<file path="src/rtl/codifica_latencia_if.sv">
// Handshake bundle for the latency encoder.
// The upstream/downstream side uses master; the encoder uses slave.
interface codifica_latencia_if #(
  parameter int INDEX_WIDTH = 14,
  parameter int BITS_SHIFT  = 7,
  parameter int DELTA_WIDTH = 32
);
  logic                   in_valid;
  logic                   in_ready;
  logic [DELTA_WIDTH-1:0] delta;
  logic                   out_valid;
  logic                   out_ready;
  logic [INDEX_WIDTH-1:0] index;
  logic [BITS_SHIFT-1:0]  latencia;
  logic                   clamped;

  modport master (
    output in_valid, delta, out_ready,
    input  in_ready, out_valid, index, latencia, clamped
  );

  modport slave (
    input  in_valid, delta, out_ready,
    output in_ready, out_valid, index, latencia, clamped
  );
endinterface

</file>
<file path="src/rtl/codifica_latencia.sv">
// Latency delta encoder: MSB-down scan to a one-hot bucket index
// and latency code, with saturating sample/clamp counters.
module codifica_latencia #(
  parameter int INDEX_WIDTH = 14,
  parameter int BITS_SHIFT  = 7,
  parameter int DELTA_WIDTH = 32,
  parameter int CNT_WIDTH   = 16
) (
  input  logic                 clk,
  input  logic                 reset,
  codifica_latencia_if.slave   bus,
  output logic [CNT_WIDTH-1:0] sample_count,
  output logic [CNT_WIDTH-1:0] clamp_count
);

  localparam int PW = $clog2(DELTA_WIDTH);

  typedef enum logic [1:0] {
    IDLE,
    SCAN,
    OUT
  } state_t;

  state_t state, nxt;

  logic [DELTA_WIDTH-1:0] delta_q;
  logic [PW-1:0]          ptr;
  logic [INDEX_WIDTH-1:0] index_q;
  logic [BITS_SHIFT-1:0]  lat_q;
  logic                   clamp_q;

  logic                   accept;
  logic                   fire;
  logic                   hit;
  logic                   last;
  logic                   clamp_hit;
  logic [PW-1:0]          b;
  logic [INDEX_WIDTH-1:0] onehot;
  logic [BITS_SHIFT-1:0]  code;

  assign accept = bus.in_valid && bus.in_ready;
  assign fire   = bus.out_valid && bus.out_ready;
  assign hit    = delta_q[ptr];
  assign last   = (ptr == '0);

  // Bits above the top bucket all fold into it.
  assign clamp_hit = int'(ptr) >= INDEX_WIDTH;
  assign b         = clamp_hit ? PW'(INDEX_WIDTH - 1) : ptr;
  assign onehot    = {{(INDEX_WIDTH-1){1'b0}}, 1'b1} << b;
  assign code      = BITS_SHIFT'(INDEX_WIDTH - 1)
                   - BITS_SHIFT'(b);

  always_ff @(posedge clk) begin
    if (reset) state <= IDLE;
    else       state <= nxt;
  end

  always_comb begin
    nxt = state;
    unique case (state)
      IDLE: if (accept) nxt = SCAN;
      SCAN: if (hit || last) nxt = OUT;
      OUT:  if (bus.out_ready) nxt = IDLE;
      default: nxt = IDLE;
    endcase
  end

  always_comb begin
    bus.in_ready  = 1'b0;
    bus.out_valid = 1'b0;
    unique case (state)
      IDLE: bus.in_ready  = 1'b1;
      OUT:  bus.out_valid = 1'b1;
      default: ;
    endcase
  end

  always_ff @(posedge clk) begin
    if (reset) begin
      delta_q      <= '0;
      ptr          <= '0;
      index_q      <= '0;
      lat_q        <= '1;
      clamp_q      <= 1'b0;
      sample_count <= '0;
      clamp_count  <= '0;
    end else begin
      if (accept) begin
        delta_q <= bus.delta;
        ptr     <= PW'(DELTA_WIDTH - 1);
      end
      if (state == SCAN) begin
        if (hit) begin
          index_q <= onehot;
          lat_q   <= code;
          clamp_q <= clamp_hit;
        end else if (last) begin
          index_q <= '0;
          lat_q   <= '1;
          clamp_q <= 1'b0;
        end else begin
          ptr <= ptr - 1'b1;
        end
      end
      if (fire) begin
        if (sample_count != '1)
          sample_count <= sample_count + 1'b1;
        if (clamp_q && (clamp_count != '1))
          clamp_count <= clamp_count + 1'b1;
      end
    end
  end

  assign bus.index    = index_q;
  assign bus.latencia = lat_q;
  assign bus.clamped  = clamp_q;

endmodule
</file>
<file path="src/flat_wrapper.sv">
// flat-port wrapper written by rule: the top's interface ports become plain ports
module codifica_latencia_flat 
#(
  parameter int INDEX_WIDTH = 14,
  parameter int BITS_SHIFT  = 7,
  parameter int DELTA_WIDTH = 32,
  parameter int CNT_WIDTH   = 16
)
  (clk, reset, sample_count, clamp_count, bus_in_valid, bus_delta, bus_out_ready, bus_in_ready, bus_out_valid, bus_index, bus_latencia, bus_clamped);
  codifica_latencia_if #(.INDEX_WIDTH(INDEX_WIDTH), .BITS_SHIFT(BITS_SHIFT), .DELTA_WIDTH(DELTA_WIDTH)) bus_i ();
  input  logic clk;
  input  logic reset;
  output logic [CNT_WIDTH-1:0] sample_count;
  output logic [CNT_WIDTH-1:0] clamp_count;
  input wire logic [$bits(bus_i.in_valid)-1:0] bus_in_valid;
  input wire logic [$bits(bus_i.delta)-1:0] bus_delta;
  input wire logic [$bits(bus_i.out_ready)-1:0] bus_out_ready;
  output wire logic [$bits(bus_i.in_ready)-1:0] bus_in_ready;
  output wire logic [$bits(bus_i.out_valid)-1:0] bus_out_valid;
  output wire logic [$bits(bus_i.index)-1:0] bus_index;
  output wire logic [$bits(bus_i.latencia)-1:0] bus_latencia;
  output wire logic [$bits(bus_i.clamped)-1:0] bus_clamped;
  assign bus_i.in_valid = bus_in_valid;
  assign bus_i.delta = bus_delta;
  assign bus_i.out_ready = bus_out_ready;
  assign bus_in_ready = bus_i.in_ready;
  assign bus_out_valid = bus_i.out_valid;
  assign bus_index = bus_i.index;
  assign bus_latencia = bus_i.latencia;
  assign bus_clamped = bus_i.clamped;
  codifica_latencia #(.INDEX_WIDTH(INDEX_WIDTH), .BITS_SHIFT(BITS_SHIFT), .DELTA_WIDTH(DELTA_WIDTH), .CNT_WIDTH(CNT_WIDTH)) u_core (.clk(clk), .reset(reset), .bus(bus_i), .sample_count(sample_count), .clamp_count(clamp_count));
endmodule
</file>
<file path="config.mk">
export PLATFORM = sky130hd
export DESIGN_NAME = codifica_latencia_flat
export DESIGN_NICKNAME = d
export VERILOG_FILES = /design/src/rtl/codifica_latencia_if.sv /design/src/rtl/codifica_latencia.sv /design/src/flat_wrapper.sv
export SDC_FILE = /design/constraint.sdc
export NUM_CORES = 1
export LEC_CHECK = 0
export CORE_MARGIN = 5
export CORE_UTILIZATION = 51
export CTS_CLUSTER_DIAMETER = 200
export DETAILED_ROUTE_END_ITERATION = 10
export HOLD_SLACK_MARGIN = 0.1
export PLACE_DENSITY = 0.8
export SETUP_SLACK_MARGIN = 0.5
export SLEW_MARGIN = 20
export SYNTH_ARGS = -nofsm -noshare
export SYNTH_HDL_FRONTEND = slang
export SYNTH_SLANG_ARGS = --single-unit
</file>
<file path="constraint.sdc">
create_clock -name clk -period 3.55 [get_ports clk]
set_input_delay 0.71 -clock clk [delete_from_list [all_inputs] [get_ports clk]]
set_output_delay 0.71 -clock clk [all_outputs]
set_load 0.1 [all_outputs]
</file>
==> flow_metrics.env <==
export IMPL_gp_congestion=0.861
export IMPL_hpwl_mm=7.41
export IMPL_worstSetupEndpoint="u_core.ptr[3]"
export IMPL_required_ps=3790
export IMPL_vias_per_cell=5.64
export IMPL_max_cap_violations=0
export IMPL_synth_top_cell_by_area="dfxtp_1"
export IMPL_overflow=0
export IMPL_synth_flop_cell="dfxtp_1"
export IMPL_r2r_cells=6
export IMPL_timing_final_crit_share_pct=81.2
export IMPL_status="finished clean"
export IMPL_diodes=0
export IMPL_cts_buffers=9
export IMPL_ff2ff_setup_slack_ps=670
export IMPL_hold_path_class="reg2reg"
export IMPL_dr_pass1_iters=4
export IMPL_irDropWorstVdd_mv=0.239
export IMPL_synth_cells=486
export IMPL_yosysSeqAreaShare_pct=43.8
export IMPL_relSlewSlack_pct=32.3
export IMPL_grt_pass1_vias=3609
export IMPL_clock_sinks=92
export IMPL_netlist_area_um2=4210
export IMPL_drt_iter0_drc=228
export IMPL_fill_cells=673
export IMPL_rsz0062_at_grt="false"
export IMPL_drive_above_1_share_pct=6.90
export IMPL_synth_async_reset_ratio_pct=0
export IMPL_startpoint="u_core.ptr[0]"
export IMPL_dp_slack_ps=719
export IMPL_layout_setup_ws_ps=667
export IMPL_synth_nets=525
export IMPL_cts_tree="built"
export IMPL_yosys_warnings=0
export IMPL_fin_setup_tns_ps=0
export IMPL_rows=33
export IMPL_die_w_um=101
export IMPL_track_usage_pct=20.8
export IMPL_critical_path_class="reg2reg"
export IMPL_avgSynthCellArea_um2=8.65
export IMPL_min_period_ps=2880
export IMPL_power_density_nw_per_um2=480
export IMPL_root_buffer="clkbuf_8"
export IMPL_worst_pin_slew_ps=1010
export IMPL_antenna_found_initial=0
export IMPL_power_total_mw=2.57
export IMPL_grt_first_pass_wirelength_mm=17.2
export IMPL_wire_per_inst_um=15.2
export IMPL_wirelength_mm=10.2
export IMPL_final_util_pct=65.9
export IMPL_drc=0
export IMPL_endpoint_kind="register"
export IMPL_final_cell_count_no_fill=670
export IMPL_synth_area_top_cells="dfxtp_1 (44%), nand2_1 (7.7%), a21oi_1 (5.1%), nor2_1 (4.2%), mux4_1 (3.7%)"
export IMPL_dr_total_vias=3779
export IMPL_fin_nets=599
export IMPL_reg2reg_from="u_core.ptr[0]"
export IMPL_die_h_um=101
export IMPL_clk_pin_slew_ps=90
export IMPL_synthDistinctLibCells=57
export IMPL_start_kind="register"
export IMPL_setup_viol=0
export IMPL_cts_resized_gates=0
export IMPL_io_buffers=91
export IMPL_placedCellCount=654
export IMPL_cellLeakagePower_nw=1.93
export IMPL_postRouteAntennaNets=0
export IMPL_synth_top_cell_area_share_pct=43.8
export IMPL_skew_ps=10.8
export IMPL_worstPathArrival_ps=3120
export IMPL_start_util_pct=51.7
export IMPL_htreeDepth=3
export IMPL_syn_to_final_growth_pct=27.5
export IMPL_ys_seq_elements=92
export IMPL_synth_edf_count=0
export IMPL_crit_path_max_fanout=9
export IMPL_slew_violations=0
export IMPL_clockBufferDepth=2
export IMPL_ios=92
export IMPL_hold_violations=0
export IMPL_cts_hold_fix_buffers=0
export IMPL_timing_fmax_mhz=347
export IMPL_multi_input_area_um2=2190
export IMPL_grt_max_degree=40
export IMPL_worstSkewPairLatency_ps=360
export IMPL_die_area_um2=10200
export IMPL_cts_setup_buffers=0
export IMPL_regArea_um2=1840
export IMPL_core_area_um2=8130
export IMPL_hold_path_startpoint="u_core.delta_q[27]"
export IMPL_r2r_end="u_core.ptr[3]"
-- area by class of cell --
type | instances | area share, %
Clock inverter | 5 | 1.40
Sequential cell | 92 | 34.4
Timing Repair Buffer | 98 | 17.7
Inverter | 8 | 0.560
Tap cell | 105 | 2.45
Multi-Input combinational cell | 351 | 40.8
Clock buffer | 11 | 2.64
-- cell usage after synthesis (3+ instances only) --
cell	count
a2111oi_0	4
a211oi_1	6
a21bo_2	3
a21oi_1	43
a22o_1	3
a31oi_1	3
and2_1	4
and3_1	5
and4_1	7
buf_2	3
clkbuf_1	28
dfxtp_1	92
ha_1	3
inv_1	8
mux2_2	3
mux4_1	6
nand2_1	86
nand2b_1	3
nand3_1	11
nand4_1	12
nor2_1	47
nor2b_1	9
nor3_1	8
nor3b_1	4
nor4_1	7
o21ai_0	6
o41ai_1	3
or4_1	4
xnor2_1	13
xor2_1	15
-- through the flow --
step                area (µm²)  hold WS [ps]
floorplan                 4210           432
global placement          5140           441
detailed placement        5140           443
CTS                       5360           455
global route              5360           479
finish                    5360           455
-- sequential cells by signal (all words and copies together) (netlist names) --
signal	count
u_core.bus.index	14
u_core.ptr	5
u_core.state	2
u_core.bus.latencia	6
u_core.sample_count	16
u_core.clamp_count	16
u_core.bus.clamped	1
u_core.delta_q	32
-- cell usage in the layout (no fill, tap or decap), drive strengths merged, types with 8 or more instances in the layout --
master          n
xnor2          13
a21oi          43
buf            11
inv             8
xor2           15
clkbuf         11
nor3            8
nand4          12
nor2b           9
nand2          86
nand3          11
clkdlybuf4s50  87
nor2           47
dfxtp          92
-- report_power, final --
| part | internal [mW] | total [mW] | leakage [nW] | switching [mW] |
|---|---|---|---|---|
| combinational | 0.229 | 0.638 | 1.07 | 0.409 |
| clock | 0.413 | 0.761 | 0.113 | 0.348 |
| sequential | 1.09 | 1.17 | 0.748 | 0.0803 |
| total | 1.74 | 2.57 | 1.93 | 0.837 |
-- cell families after synthesis --
kind of cell               share of synthesized area (%)
and+or+nand+nor                                     24.0
AOI/OAI and AO/OA                                   15.7
DFF                                                 43.8
buffers and inverters                               4.20
xor gates and xnor gates                            5.83
muxes                                               5.56
adders and majority gates                          0.893
-- per-layer routing --
metal,routed length [µm],GRT usage [%],part of all wire (%),vias to the layer above
met4,127,7.56,1.3,0
met5,0,0,0,-
met2,4720,33.2,46,116
met1,4660,27.6,46,1780
met3,645,4.84,6.4,12
li1,-,-,-,1871
-- worst min-delay path by stage --
stage	end	slack, ps	cells after the start
final	u_core.delta_q[27]	450	2
after global routing	u_core.delta_q[25]	480	2
after CTS	u_core.delta_q[27]	450	2
after detailed placement	u_core.delta_q[27]	440	2
after global placement	u_core.delta_q[22]	440	2
after floorplan	u_core.delta_q[11]	430	2
-- worst max-delay path: stages, from the launching register on --
cell,delay (ps)
dfxtp_1,560
mux4_1,630
a22o_1,260
or4_4,490
a21boi_4,180
or4_1,520
o311a_1,130
Note: power is estimated with default switching activity, not from simulation.
